==> src/rtl/aftab_irq_pending_bank_pkg.sv <==
// aftab_irq_pending_bank_pkg: shared constants and encodings for the interrupt pending bank
package aftab_irq_pending_bank_pkg;
  localparam int AFTAB_MAX_IRQ = 32;
  typedef enum logic {IDLE = 1'b0, REQ = 1'b1} state_t;
  typedef enum logic {LEVEL = 1'b0, EDGE = 1'b1} mode_t;
endpackage

==> src/rtl/aftab_irq_pending_bank_channel.sv <==
// aftab_irq_channel: one interrupt line with synchroniser, edge detect and pending flop
module aftab_irq_channel
  import aftab_irq_pending_bank_pkg::*;
#(
  parameter int SYNC_STAGES = 2
) (
  input  logic clk,
  input  logic rst,
  input  logic irq_in,
  input  logic edge_sel,
  input  logic clr,
  output logic pending
);
  logic s;
  logic prev;
  if (SYNC_STAGES == 0) begin : g_direct
    assign s = irq_in;
  end else begin : g_sync
    logic [SYNC_STAGES-1:0] sync;
    // shift the raw line through the synchroniser chain
    always_ff @(posedge clk)
      sync <= rst ? '0 : (sync << 1) | SYNC_STAGES'(irq_in);
    assign s = sync[SYNC_STAGES-1];
  end
  // edge mode: a new edge beats a same-cycle clear; level mode: follow the line
  always_ff @(posedge clk) begin
    prev    <= rst ? 1'b0 : s;
    pending <= rst ? 1'b0 :
               (mode_t'(edge_sel) == EDGE) ? ((pending & ~clr) | (s & ~prev)) : s;
  end
endmodule

==> src/rtl/aftab_irq_pending_bank.sv <==
// aftab_irq_pending_bank: per-channel pending capture, mask, lowest-index priority and req/ack FSM
module aftab_irq_pending_bank
  import aftab_irq_pending_bank_pkg::*;
#(
  parameter int NUM_IRQ     = 16,
  parameter int ID_W        = $clog2(NUM_IRQ),
  parameter int SYNC_STAGES = 2
) (
  input  logic               clk,
  input  logic               rst,
  input  logic [NUM_IRQ-1:0] irq_in,
  input  logic [NUM_IRQ-1:0] edge_sel,
  input  logic               mask_we,
  input  logic [NUM_IRQ-1:0] mask_wdata,
  input  logic               clr_we,
  input  logic [NUM_IRQ-1:0] clr_vec,
  input  logic               global_en,
  input  logic               irq_ack,
  output logic               irq_req,
  output logic [ID_W-1:0]    irq_id,
  output logic [NUM_IRQ-1:0] mask_out,
  output logic [NUM_IRQ-1:0] pending_out
);
  state_t              state, state_nxt;
  logic [ID_W-1:0]     id_q, id_nxt, winner;
  logic [NUM_IRQ-1:0]  mask, pending, eligible, clr;
  logic                any;
  assign clr      = ({NUM_IRQ{clr_we}} & clr_vec) |
                    ((state == REQ && irq_ack) ? (NUM_IRQ'(1) << id_q) : '0);
  assign eligible = pending & mask;
  assign any      = (|eligible) & global_en;
  for (genvar i = 0; i < NUM_IRQ; i++) begin : g_ch
    aftab_irq_channel #(.SYNC_STAGES(SYNC_STAGES)) u_ch (
      .clk      (clk),
      .rst      (rst),
      .irq_in   (irq_in[i]),
      .edge_sel (edge_sel[i]),
      .clr      (clr[i]),
      .pending  (pending[i])
    );
  end
  // software mask register
  always_ff @(posedge clk)
    mask <= rst ? '0 : mask_we ? mask_wdata : mask;
  // lowest eligible index wins
  always_comb begin
    winner = '0;
    for (int k = NUM_IRQ - 1; k >= 0; k--)
      if (eligible[k]) winner = ID_W'(k);
  end
  // state and latched request id
  always_ff @(posedge clk) begin
    state <= rst ? IDLE : state_nxt;
    id_q  <= rst ? '0 : id_nxt;
  end
  // latch a winner from IDLE; leave REQ on ack or when the request loses eligibility
  always_comb begin
    state_nxt = (state == IDLE) ? (any ? REQ : IDLE) :
                (irq_ack || !eligible[id_q] || !global_en) ? IDLE : REQ;
    id_nxt    = (state == IDLE && any) ? winner : id_q;
  end
  // outputs are pure functions of registered state
  always_comb begin
    irq_req     = (state == REQ);
    irq_id      = id_q;
    mask_out    = mask;
    pending_out = pending;
  end
endmodule
==> config.mk <==
export PLATFORM = sky130hd
export DESIGN_NAME = aftab_irq_pending_bank
export DESIGN_NICKNAME = d
export VERILOG_FILES = /design/src/rtl/aftab_irq_pending_bank_pkg.sv /design/src/rtl/aftab_irq_pending_bank_channel.sv /design/src/rtl/aftab_irq_pending_bank.sv
export SDC_FILE = /design/constraint.sdc
export NUM_CORES = 1
export LEC_CHECK = 0
export CORE_MARGIN = 2
export CORE_UTILIZATION = 25
export DETAILED_ROUTE_END_ITERATION = 8
export PLACE_DENSITY_LB_ADDON = 0.3
export SETUP_SLACK_MARGIN = 0.5
export SYNTH_ARGS = -nofsm -noshare
export SYNTH_HDL_FRONTEND = slang
export SYNTH_SLANG_ARGS = --single-unit
==> constraint.sdc <==
create_clock -name clk -period 1.72 [get_ports clk]
set_input_delay 0.344 -clock clk [delete_from_list [all_inputs] [get_ports clk]]
set_output_delay 0.344 -clock clk [all_outputs]
set_load 0.01 [all_outputs]
**Word level (Yosys, flattened, before mapping)**

Cells that the tools add are included.

- Register bits: 85

- Order comparisons: 1
- Shift-type cells: 1
- Mux-type cells: 38
- Bitwise logic cells: 101
- Reduce and logical (&&, ||, !) cells: 7

Operator list:

| operator | number |
|---|---|
| $mux W4 | 16 |
| $and A1 B1 Y1 | 33 |
| $not A1 Y1 | 33 |
| $and A16 B16 Y16 | 2 |
| $or A2 B1 Y2 | 16 |
| $mux W1 | 20 |
| $mux W16 | 1 |
| $or A1 B1 Y1 | 16 |
| $or A16 B16 Y16 | 1 |
| $reduce_or A16 Y1 | 1 |
| $shl A1 B4 Y16 const A | 1 |
| $lt A4 B5 Y1 const B | 1 |
| $bmux W1 S4 | 1 |
| $logic_and A1 B1 Y1 | 2 |
| $logic_not A1 Y1 | 2 |
| $logic_or A1 B1 Y1 | 2 |

**Depth between registers and ports, before layout**

Gate-level depths: netlist of run 1.

- Depth after elaboration: 17
- Gate-level depth with buffers: 6

**By module**

From an unflattened synthesis of run 1, not the netlist that was laid out.

- Cell total of the unflattened synthesis: 333
- Area total of the unflattened synthesis: 3,412.0 um^2

Modules (own cells, without submodules):

| module | instances | cells each | area each (um^2) | sequential area each (um^2) |
|---|---|---|---|---|
| aftab_irq_channel | 16 | 10 | 127.6 | 80.1 |
| aftab_irq_pending_bank | 1 | 173 | 1,370.1 | 420.4 |

**Worst setup path after synthesis of run 1**

OpenSTA, ideal clock, no wires.

- Path type: register -> register
- From: reg mask[6], in the netlist mask_out[6]
- To: reg id_q[2], in the netlist irq_id[2]
- Setup time: 70 ps
- Data arrival time: 1,336 ps
- Required time: 1,650 ps
- Path slack: 314 ps
- Cell stages (with the launch flop): 6
- Period minus slack after synthesis: 1,406 ps
- Cells stage by stage: dfxtp_1 a22oi_2 a41oi_2 nor2_2 or3_1 a21oi_1

- Longest elaborated chain between the ends: 8
- Elaborated cells on any way between the ends: 11
- Those cells by class: mux: 7; bitwise: 2; reduce/logical: 2

Ends and longest elaborated chain:

| element | line | RTL |
|---|---|---|
| from (decl) | aftab_irq_pending_bank.sv:26 | `logic [NUM_IRQ-1:0] mask, pending, eligible, clr;` |
| from (signal assigned) | aftab_irq_pending_bank.sv:44 | `mask <= rst ? '0 : mask_we ? mask_wdata : mask;` |
| $and A16 B16 Y16 (*) | aftab_irq_pending_bank.sv:30 | `assign eligible = pending & mask;` |
| $mux W4 (7 in series) | aftab_irq_pending_bank.sv:49 | `if (eligible[k]) winner = ID_W'(k);` |
| to (signal assigned) | aftab_irq_pending_bank.sv:54 | `id_q <= rst ? '0 : id_nxt;` |
| to (decl) | aftab_irq_pending_bank.sv:25 | `logic [ID_W-1:0] id_q, id_nxt, winner;` |

Every way passes the cells marked *; elsewhere a longest branch is shown, timed or not.
A chain may end at the register's enable or synchronous reset.

**Worst setup path in the final report of run 1**

- From: reg id_q[0], in the netlist irq_id[0]
- To: reg state, in the netlist irq_req

- Longest elaborated chain between the ends: 7

Ends and longest elaborated chain:

| element | line | RTL |
|---|---|---|
| $bmux W1 S4 | aftab_irq_pending_bank.sv:59 | `(irq_ack \|\| !eligible[id_q] \|\| !global_en) ? IDLE : REQ;` |
| $mux W1 (not written as such) | aftab_irq_pending_bank.sv:59 |  |
| $logic_not A1 Y1 | aftab_irq_pending_bank.sv:59 |  |
| $logic_or A1 B1 Y1 (2 in series) | aftab_irq_pending_bank.sv:59 |  |
| $mux W1 | aftab_irq_pending_bank.sv:59 |  |
| $mux W1 | aftab_irq_pending_bank.sv:58 | `state_nxt = (state == IDLE) ? (any ? REQ : IDLE) :` |
| to (signal assigned) | aftab_irq_pending_bank.sv:53 | `state <= rst ? IDLE : state_nxt;` |
| to (decl) | aftab_irq_pending_bank.sv:24 | `state_t state, state_nxt;` |

Every way passes these cells. The select of a mux whose other input is x is not followed.

==> results of run 1 <==
## Yosys cell counts, drive strengths merged
library cell and number:
a32o 2, nand2b 5, nand3 7, nor3b 1, a21oi 6, a311oi 1, o21ai 20, mux2i 17
or3 3, nor2b 48, a22oi 8, nor2 19, and3b 1, nand2 81, a22o 2, buf 22
a31oi 3, clkbuf 11, a41oi 2, a211oi 13, mux4 1, o31ai 1, o2111ai 3, or2 1
nor3 5, nand4b 6, nand3b 3, nor4bb 1, nand4 1, dfxtp 85
## cell type report
type,instances,area share (%)
clock inverter,5,1.20
multi-input combinational,261,30.5
tap,176,4.15
antenna,1,0.0472
timing repair buffer,140,24.9
sequential,85,34.4
clock buffer,11,4.79
## per-layer routing
layer	up-vias	share of wire, %	GRT usage (%)
met5	-	0	0
met4	0	2.3	5.60
met3	15	4.6	3.82
met2	90	46	21.5
met1	1367	47	17.7
li1	1533	-	-
## per-stage QoR
stage	setup slack (ns)	setup TNS [ns]	hold WS, ns	cell area [µm²]	std cells
3_3_place_gp	0.0125	0	0.417	4710	638
3_5_place_dp	-0.00951	-0.0156	0.420	4710	638
2_1_floorplan	0.466	0	0.414	3530	379
6_report	0.308	0	0.434	5310	679
4_1_cts	0.325	0	0.435	5150	671
5_1_grt	0.271	0	0.454	5310	679
## flip-flops by register name, indices dropped and copies added (netlist names)
| register | count |
|---|---|
| mask_out | 16 |
| irq_id | 4 |
| g_ch.u_ch.pending | 16 |
| g_ch.u_ch.g_sync.sync | 32 |
| g_ch.u_ch.prev | 16 |
| irq_req | 1 |
## repair_timing
action                     CTS  global route
hold buffers                 0             0
setup buffers               17             7
pin swaps                    3             7
setup endpoints to repair   45            42
gates cloned                 0             0
hold endpoints to repair     0             0
resized for setup          196            30
## cells by family after synthesis
family / share of synthesized area (%)
mux: 5.65
buf+inv: 5.50
simple gates: 26.5
compound gates: 12.5
flops: 49.9
## final timing paths
check,to,slack (ns),cells after the start
hold reg to reg,g_ch[7].u_ch.g_sync.sync[1]$_SDFF_PP0_,0.43,1
setup / recovery,irq_req$_SDFF_PP0_,0.31,5
hold / removal,g_ch[7].u_ch.g_sync.sync[1]$_SDFF_PP0_,0.43,1
setup reg to reg,irq_req$_SDFF_PP0_,0.31,5
## cells in the final DEF, fill, tap and decap left out, drive strengths merged, types with 3 or more instances in the layout
cell	count
dfxtp	85
nand2	81
buf	69
clkdlybuf4s50	65
nor2b	48
o21ai	20
nor2	19
mux2i	17
a211oi	13
clkbuf	11
a22oi	8
nand3	7
nand4b	6
a21oi	6
nor3	5
nand2b	5
dlygate4sd2	4
nand3b	3
o2111ai	3
a31oi	3
or3	3
## where the power goes
group	total [W]	internal, W	switching, W	leakage, nW
clock	0.00207	0.00123	0.000845	0.157
sequential	0.00210	0.00203	0.0000707	0.723
combinational	0.000499	0.000307	0.000192	1.24
==> results.json, run 1 <==
{
  "ys_types": 36,
  "ir_drop_mv": 0.577,
  "cts_max_level": 3,
  "start_util_pct": 25.6,
  "slowest_delay_ns": 0.49,
  "vias": 3005,
  "cts.clk_slew.worst_paths_ns": 0.06,
  "track_usage_pct": 13.7,
  "syn_area_per_cell_um2": 9.00,
  "drive_gt1_share_pct": 29.9,
  "multi_input_area_um2": 1620,
  "worstSetupStartpoint": "irq_id[0]$_SDFFE_PP0P_",
  "fillers": 1355,
  "placement.io_buffers": 106,
  "cts.sink_count": 85,
  "worstSkewPairLatency_ns": 0.35,
  "slew_violations": 0,
  "route.detailed.drc": 0,
  "initialDrtViolationCount": 106,
  "rsz0062_at_grt": "true",
  "critPathTopFamily": "multiplexers",
  "rr_startpoint": "irq_id[0]$_SDFFE_PP0P_",
  "status": "finished, final reports clean",
  "ys_ff_latch": 85,
  "core_um2": 13300,
  "antenna_found_initial": 1,
  "row_count": 42,
  "drv_cap": 0,
  "clockBufferDepth": 2,
  "grt_pass1_vias": 2905,
  "timing.slew.headroom_pct": 77.3,
  "final_util_pct": 39.9,
  "hpwlAfterDp_mm": 7.23,
  "hold_start": "g_ch[7].u_ch.g_sync.sync[0]$_SDFF_PP0_",
  "dr.pass1.iters": 4,
  "viasPerCell": 4.43,
  "die_w_um": 121,
  "critPathKind": "register to register",
  "max_freq_ghz": 0.708,
  "io_pins": 107,
  "fin_worst_skew_ns": 0.00916,
  "leakage_nw": 2.12,
  "cp_data_required_time_ns": 2.00,
  "nets": 567,
  "dieArea_um2": 14600,
  "worstHoldPathType": "register to register",
  "ant_nets": 0,
  "routed_wl_mm": 9.75,
  "wl_per_cell_um": 14.4,
  "worst_pin_slew_ns": 0.338,
  "synth_nets": 449,
  "synth.top_cell.area_share_pct": 49.9,
  "grt_max_degree": 30,
  "worstSetupStartpointType": "register",
  "powerDensity_nw_per_um2": 881,
  "overflow": 0,
  "postSynthCellCount": 379,
  "synth.area.top_cells": "dfxtp_1 (50%), nand2_1 (8.9%), nor2b_1 (8.8%)",
  "gp_congestion": 0.821,
  "slowest_stage": "mux4_2",
  "hold_violations": 0,
  "grt_pass1_wl_mm": 15.2,
  "cts_root_buf": "clkbuf_16",
  "fin_crit_sh_pct": 82.1,
  "cts_buffers": 9,
  "cp_cell_sequence": "buf_12, mux4_2, mux2i_2, nand4b_1, nand3_1",
  "critPathMaxFanout": 2,
  "regArea_um2": 1830,
  "syn_to_final_growth_pct": 55.6,
  "setup_viol": 0,
  "p_total_w": 0.00467,
  "tritoncts": "built",
  "synth_area_leader_cell": "dfxtp_1",
  "yosys_warnings": 0,
  "synth-seq-area-share_pct": 49.9,
  "critPathArrivalTime_ns": 1.69,
  "cp-end-kind": "register",
  "path_buf_inv": 1,
  "die_h_um": 121,
  "netlist_area_um2": 3410,
  "min_period_ns": 1.41
}
Power figures use the tool's default switching activity.
==> run 2, diff against run 1 <==
Clock period 1.72 ns to 1.4 ns, I/O delays scaled along.
==> results.json, run 2 (synthesized netlist as in run 1, its figures left out) <==
{
  "overflow": 0,
  "die_w_um": 121,
  "worst_pin_slew_ns": 0.314,
  "io_pins": 107,
  "cts_buffers": 9,
  "cts.sink_count": 85,
  "hold_violations": 0,
  "grt_pass1_vias": 3117,
  "worstSetupStartpointType": "register",
  "start_util_pct": 25.6,
  "nets": 590,
  "violations": "setup timing",
  "regMostFlops": "g_ch.u_ch.g_sync.sync",
  "final_cell_area_um2": 5690,
  "cp_data_required_time_ns": 1.67,
  "hold_start": "mask_we",
  "ir_drop_mv": 0.553,
  "syn_to_final_growth_pct": 66.9,
  "drv_cap": 0,
  "core_um2": 13300,
  "layout_common_cells": "nand2_1 (75), clkdlybuf4s50_1 (65), buf_6 (57), nor2b_1 (48), dfxtp_1 (48)",
  "rr_startpoint": "mask_out[1]$_SDFFE_PP0P_",
  "worstHoldPathType": "primary input to register",
  "fin_crit_sh_pct": 101,
  "hpwlAfterDp_mm": 7.40,
  "routed_wl_mm": 10.6,
  "drive_gt1_share_pct": 35.9,
  "dr.pass1.iters": 4,
  "ant_nets": 0,
  "swShare_pct": 24.3,
  "min_period_ns": 1.41,
  "placement.io_buffers": 106,
  "p_total_w": 0.00548,
  "track_usage_pct": 14.5,
  "setup_viol": 1,
  "vias": 3188,
  "initialDrtViolationCount": 172,
  "critPathMaxFanout": 4,
  "tritoncts": "built",
  "critPathKind": "register to register",
  "antenna_found_initial": 1,
  "worstSetupStartpoint": "mask_out[1]$_SDFFE_PP0P_",
  "worstSkewPairLatency_ns": 0.34,
  "power_frac_seq_pct": 47.1,
  "grt_max_degree": 51,
  "viasPerCell": 4.55,
  "postPlaceCellArea_um2": 4830,
  "route.detailed.drc": 0,
  "cts_max_level": 3,
  "layout_commonest_cell": "nand2_1",
  "gp_congestion": 0.792,
  "wl_per_cell_um": 15.1,
  "cp-end-kind": "register",
  "timing.slew.headroom_pct": 79.0,
  "cts.clk_slew.worst_paths_ns": 0.06,
  "row_count": 42,
  "die_h_um": 121,
  "post_cts_hold_buffer_count": 0,
  "cts_root_buf": "clkbuf_16",
  "clockBufferDepth": 2,
  "dieArea_um2": 14600,
  "setup_slack_ns": -0.00712,
  "p_int_w": 0.00415,
  "leakage_nw": 2.28,
  "slew_violations": 0,
  "critPathArrivalTime_ns": 1.68,
  "power_frac_clock_pct": 39.8,
  "rsz0062_at_grt": "true",
  "max_freq_ghz": 0.711,
  "status": "finished with violations",
  "fin_worst_skew_ns": 0.00711,
  "switchingPower_w": 0.00133,
  "combPwrFrac_pct": 13.2,
  "powerDensity_nw_per_um2": 963,
  "largest_reg_flops": 32,
  "grt_pass1_wl_mm": 16.2
}
-- run 2: cell types whose count changed in the layout (fill, tap and decap cells not counted), moves of 3 or more --
cell / delta
buf_2: -14
buf_6: +35
dfxtp_2: -4
dfxtp_4: +4
nand2_1: -4
nor3_1: -3
nor3_2: +3
o21ai_0: -9
o21ai_1: +4
o21ai_2: +5
-- run 2: timing repair --
action | 4_1_cts | 5_1_grt
setup endpoints to repair | 74 | 61
setup buffers | 30 | 8
resized for setup | 215 | 63
pin swaps | 13 | 9
gates cloned | 1 | 0
-- run 2: worst paths after layout --
kind                                                          endpoint  slack [ns]  depth (start not counted)
worst max-delay path                            irq_id[2]$_SDFFE_PP0P_      -0.007                          6
worst min register to register  g_ch[5].u_ch.g_sync.sync[1]$_SDFF_PP0_        0.43                          1
worst max register to register                  irq_id[2]$_SDFFE_PP0P_      -0.007                          6
worst min-delay path                          mask_out[5]$_SDFFE_PP0P_        0.41                          4
-- run 2: layout make-up --
class	count	area [µm²]
fillers	1298	7600
flip-flops and latches	85	1840
repair buffers	163	1690
multi-input cells	261	1680
clock buffers	10	229
well taps	176	220
clock inverters	5	35.0
diodes	1	2.50
-- run 2: routing by layer --
metal,GRT usage (%),part of all wire [%],vias up
li1,-,-,1579
met1,16.9,42,1464
met2,24.8,49,123
met3,4.43,6.6,22
met4,5.74,2.3,0
met5,0,0,-
-- run 2: per-stage QoR --
stage | TNS, ns | setup slack, ns | hold WS [ns] | cells | util (%)
final | -0.00712 | -0.00712 | 0.405 | 701 | 42.8
after global routing | -0.164 | -0.0546 | 0.420 | 701 | 42.8
after CTS | 0 | 0.0272 | 0.417 | 692 | 40.8
after detailed placement | -2.77 | -0.326 | 0.420 | 646 | 36.3
after global placement | -2.35 | -0.246 | 0.419 | 646 | 36.3
after floorplan | 0 | 0.148 | 0.408 | 379 | -
-- run 2: critical path: stages (launching register included) --
cell     delay (ns)
dfxtp_4        0.36
a22oi_2        0.29
a41oi_2        0.17
nor2_2         0.18
buf_6          0.13
nand2_1        0.07
a21oi_2        0.13
-- run 2: power by group through the flow --
stage	logic (W)	clock network, W	registers [W]
floorplan	0.000249	0	0.00265
global placement	0.000602	0	0.00266
detailed placement	0.000610	0	0.00266
CTS	0.000678	0.00226	0.00258
global route	0.000774	0.00235	0.00259
finish	0.000721	0.00218	0.00258
